`src/rtl/stream_demux.sv`:
```
// Registered 1-to-NUM_CH stream demultiplexer with a valid/ready handshake.
// The channel is latched per packet, and beats with an out-of-range select are dropped and counted.
module stream_demux #(
    parameter int DATA_W = 8,
    parameter int NUM_CH = 8,
    parameter int SEL_W  = $clog2(NUM_CH),
    parameter int CNT_W  = 8
) (
    input  logic                     clk,
    input  logic                     rst_n,
    input  logic                     en,
    input  logic [DATA_W-1:0]        in_data,
    input  logic                     in_valid,
    output logic                     in_ready,
    input  logic [SEL_W-1:0]         in_sel,
    input  logic                     in_last,
    output logic [NUM_CH*DATA_W-1:0] out_data,
    output logic [NUM_CH-1:0]        out_valid,
    output logic                     out_last,
    input  logic [NUM_CH-1:0]        out_ready,
    output logic                     busy,
    output logic [CNT_W-1:0]         drop_cnt
);

    typedef enum logic [1:0] {IDLE, ROUTE, DROP} state_t;

    state_t              state_q, state_d;
    logic [SEL_W-1:0]    cur_ch_q, cur_ch_d;
    logic                stg_valid_q, stg_valid_d;
    logic [SEL_W-1:0]    stg_ch_q, stg_ch_d;
    logic [DATA_W-1:0]   stg_data_q, stg_data_d;
    logic                stg_last_q, stg_last_d;
    logic [CNT_W-1:0]    drop_cnt_q, drop_cnt_d;

    logic [NUM_CH-1:0]   stg_oh;
    logic                drain, free, accept, sel_ok;

    assign stg_oh = {{(NUM_CH-1){1'b0}}, 1'b1} << stg_ch_q;
    // Only the ready of the channel currently held in the stage matters.
    assign drain  = stg_valid_q && |(out_ready & stg_oh);
    assign free   = !stg_valid_q || drain;
    assign sel_ok = {1'b0, in_sel} < (SEL_W+1)'(NUM_CH);
    assign accept = in_valid && in_ready;

    always_comb begin
        in_ready = 1'b0;
        if (rst_n) begin
            if (state_q == DROP) in_ready = en;
            else                 in_ready = en && free;
        end
    end

    always_comb begin
        state_d     = state_q;
        cur_ch_d    = cur_ch_q;
        stg_valid_d = stg_valid_q;
        stg_ch_d    = stg_ch_q;
        stg_data_d  = stg_data_q;
        stg_last_d  = stg_last_q;
        drop_cnt_d  = drop_cnt_q;

        if (drain) stg_valid_d = 1'b0;

        if (accept) begin
            case (state_q)
                IDLE: begin
                    if (sel_ok) begin
                        stg_valid_d = 1'b1;
                        stg_ch_d    = in_sel;
                        stg_data_d  = in_data;
                        stg_last_d  = in_last;
                        cur_ch_d    = in_sel;
                        if (!in_last) state_d = ROUTE;
                    end else begin
                        if (drop_cnt_q != '1) drop_cnt_d = drop_cnt_q + CNT_W'(1);
                        if (!in_last) state_d = DROP;
                    end
                end
                ROUTE: begin
                    stg_valid_d = 1'b1;
                    stg_ch_d    = cur_ch_q;
                    stg_data_d  = in_data;
                    stg_last_d  = in_last;
                    if (in_last) state_d = IDLE;
                end
                DROP: begin
                    if (drop_cnt_q != '1) drop_cnt_d = drop_cnt_q + CNT_W'(1);
                    if (in_last) state_d = IDLE;
                end
                default: state_d = IDLE;
            endcase
        end
    end

    always_ff @(posedge clk) begin
        if (!rst_n) begin
            state_q     <= IDLE;
            cur_ch_q    <= '0;
            stg_valid_q <= 1'b0;
            stg_ch_q    <= '0;
            stg_data_q  <= '0;
            stg_last_q  <= 1'b0;
            drop_cnt_q  <= '0;
        end else begin
            state_q     <= state_d;
            cur_ch_q    <= cur_ch_d;
            stg_valid_q <= stg_valid_d;
            stg_ch_q    <= stg_ch_d;
            stg_data_q  <= stg_data_d;
            stg_last_q  <= stg_last_d;
            drop_cnt_q  <= drop_cnt_d;
        end
    end

    assign out_valid = stg_valid_q ? stg_oh : '0;
    assign out_last  = stg_valid_q && stg_last_q;
    assign busy      = (state_q != IDLE);
    assign drop_cnt  = drop_cnt_q;

    for (genvar k = 0; k < NUM_CH; k++) begin : g_out
        assign out_data[k*DATA_W +: DATA_W] = out_valid[k] ? stg_data_q : '0;
    end

endmodule

```
`config.mk`:
```
export PLATFORM = sky130hd
export DESIGN_NAME = stream_demux
export DESIGN_NICKNAME = d
export VERILOG_FILES = /design/src/rtl/stream_demux.sv
export SDC_FILE = /design/constraint.sdc
export NUM_CORES = 1
export LEC_CHECK = 0
export CORE_MARGIN = 3
export CORE_UTILIZATION = 30
export DETAILED_ROUTE_END_ITERATION = 10
export GPL_ROUTABILITY_DRIVEN = 0
export PLACE_DENSITY_LB_ADDON = 0.05
export SLEW_MARGIN = 20
export SYNTH_ARGS = -nofsm -noshare
export SYNTH_HDL_FRONTEND = slang
export SYNTH_SLANG_ARGS = --single-unit
export TNS_END_PERCENT = 10
```
`constraint.sdc`:
```
create_clock -name clk -period 2.2 [get_ports clk]
set_input_delay 0.22 -clock clk [delete_from_list [all_inputs] [get_ports clk]]
set_output_delay 0.22 -clock clk [all_outputs]
set_load 0.03 [all_outputs]
```
==> results.sh <==
export IMPL_status="finished, final reports clean"
export IMPL_synth_seq_cells=17
export IMPL_row_count=23
export IMPL_path_clk_slew_ns=0.07
export IMPL_drcViolationCount=0
export IMPL_yosysWarningCount=0
export IMPL_hold_class="flip-flop to flip-flop"
export IMPL_postRouteAntennaNets=0
export IMPL_rr_worst_depth=5
export IMPL_die_h_um=72.6
export IMPL_synth_distinct_cells=23
export IMPL_root_buffer="clkbuf_8"
export IMPL_grt_overflow=0
export IMPL_final_common_cell="and2_1"
export IMPL_grt_usage_pct=16.9
export IMPL_fin_crit_ns=2.06
export IMPL_die_width_um=72.6
export IMPL_r2r_start="stg_ch_q[2]$_SDFFE_PN0P_"
export IMPL_drtIter0Drc=42
export IMPL_syn_area_mm2=0.00133
export IMPL_n_antenna_cell=0
export IMPL_ir_drop_v=0.000318
export IMPL_crit_path_start_kind="flip-flop"
export IMPL_viasPerCell=4.42
export IMPL_clockBufferDepth=2
export IMPL_drive_gt1_share_pct=13.3
export IMPL_netlist_instances=182
export IMPL_grt_antenna_before_repair=0
export IMPL_clk_insertion_delay_late_ns=0.25
export IMPL_wl_per_cell_um=14.0
export IMPL_htreeDepth=1
export IMPL_cts_made_buffers=3
export IMPL_cts_tree="yes"
export IMPL_die_area_mm2=0.00527
export IMPL_path_class="flip-flop to output port"
export IMPL_firstDrtPassIters=4
export IMPL_vias=1486
export IMPL_hpwlAfterDp_mm=3.70
export IMPL_start_util_pct=32.1
export IMPL_worst_r2r_endpoint="state_q[0]$_SDFFE_PN0P_"
export IMPL_cts_sinks=17
export IMPL_fin_setup_tns_ns=0
export IMPL_power_leakage_nw=1.85
export IMPL_post_route_period_util_pct=93.6
export IMPL_placed_area_mm2=0.00233
export IMPL_hold_slack_ns=0.463
export IMPL_powerDensity_mw_per_mm2=305
export IMPL_io_buffers=98
export IMPL_min_to="cur_ch_q[0]$_SDFFE_PN0P_"
export IMPL_setup_viol_count_final=0
export IMPL_worstPathArrival_ns=1.84
export IMPL_top_level_ports=107
export IMPL_crit_required_ns=1.98
export IMPL_regToRegSetupSlack_ns=0.55
export IMPL_layout_common_cells="and2_1 (65), dlymetal6s2s_1 (47), nand2_1 (35)"
export IMPL_holdPathStages=2
export IMPL_slew_violations=0
export IMPL_grt_pass1_vias=1294
export IMPL_fmax_ghz=0.485
export IMPL_synthToLayoutAreaGrowth_pct=87.7
export IMPL_hp_start="cur_ch_q[0]$_SDFFE_PN0P_"
export IMPL_fin_area_mm2=0.00250
export IMPL_rsz0062_at_grt="false"
export IMPL_core_area_mm2=0.00414
export IMPL_nets=311
export IMPL_routed_wl_mm=4.72
export IMPL_yosysSeqAreaShare_pct=25.6
export IMPL_fin_worst_skew_ns=0.00357
export IMPL_crit_fanout=9
export IMPL_drv_cap=0
export IMPL_avgSynthCellArea_um2=7.31
export IMPL_grt_first_pass_wirelength_mm=7.08
export IMPL_finalHoldViolCount=0
export IMPL_grt_max_degree=26
export IMPL_critical_path_endpoint_type="output port"
[final cells by class]
class / instances / area (µm²)
Fill cell: 415 / 1650
Timing Repair Buffer: 108 / 1140
Inverter: 3 / 11.3
Sequential cell: 17 / 342
Clock inverter: 1 / 5.00
Clock buffer: 3 / 41.3
Tap cell: 50 / 62.6
Multi-Input combinational cell: 154 / 897
[critical path: stages (launching register included)]
cell,delay (ns)
dfxtp_1,0.37
nand2b_1,0.25
nor2_1,0.13
buf_4,0.16
clkdlybuf4s50_1,0.68
[synth_stat cells (all sizes together)]
master  number  area share (%)
nand2       35             9.9
a32oi        1            0.66
nand3        2            0.75
o221a        1            0.85
clkbuf       3            0.85
nor2         6             1.7
a31oi        2             3.2
nand2b       4             1.9
conb         1            0.28
and2        65              31
a21o         2             1.1
nand3b       3             2.0
buf         12             7.9
nor2b        1            0.47
mux2i        6             4.5
inv          3            0.85
or3b         1            0.66
o21ai       15             5.6
dfxtp       17              26
nor3         2            0.75
[metrics by stage]
stage / instances / utilization, % / total power [mW] / setup WS [ns]
after floorplan: 189 / - / 0.463 / 0.0650
after global placement: 332 / 56.2 / 0.530 / 0.0521
after detailed placement: 332 / 56.2 / 0.531 / 0.0427
after CTS: 336 / 57.5 / 0.766 / 0.00824
after global routing: 336 / 60.3 / 0.798 / 0.0151
final: 336 / 60.3 / 0.762 / 0.140
[how the worst max path moves through the flow]
stage                             startpoint           end
floorplan           stg_ch_q[2]$_SDFFE_PN0P_   out_data[0]
global placement    stg_ch_q[0]$_SDFFE_PN0P_  out_data[18]
detailed placement  stg_ch_q[0]$_SDFFE_PN0P_  out_data[19]
CTS                 stg_ch_q[2]$_SDFFE_PN0P_  out_data[26]
global route        stg_ch_q[2]$_SDFFE_PN0P_  out_valid[3]
finish              stg_ch_q[2]$_SDFFE_PN0P_  out_valid[3]
[logic make-up (layout without fill, tap and decap cells)]
family	count (synthesis)	after routing	synth area share [%]
and+or+nand+nor	119	119	48.6
other	1	8	0.282
muxes	6	6	4.51
AOI/OAI and AO/OA	21	21	11.5
buffers and inverters	18	115	9.59
DFF	17	17	25.6
[layer usage]
metal / up-vias / share of wire [%] / GRT usage (%)
met3: 4 / 6.9 / 3.03
met5: - / 0 / 0
met4: 0 / 0.64 / 3.69
li1: 773 / - / -
met1: 645 / 46 / 22.7
met2: 64 / 47 / 28.1
[sequential cells by signal (all words and copies together), names as in the netlist]
| signal | flops |
|---|---|
| cur_ch_q | 3 |
| state_q | 1 |
| stg_ch_q | 3 |
| stg_data_q | 8 |
| stg_last_q | 1 |
| stg_valid_q | 1 |
[timing repair]
item	CTS	global route
gates cloned	0	0
buffers inserted	0	0
resized for setup	4	47
hold buffers	0	0
endpoints found under the setup margin	25	47
pin swaps	0	0
[power by group]
group	internal, mW	switching (mW)	total (mW)
Clock	0.126	0.110	0.235
Combinational	0.0807	0.0899	0.171
Sequential	0.326	0.0295	0.356
Total	0.533	0.229	0.762
Power figures use the tool's default switching activity.
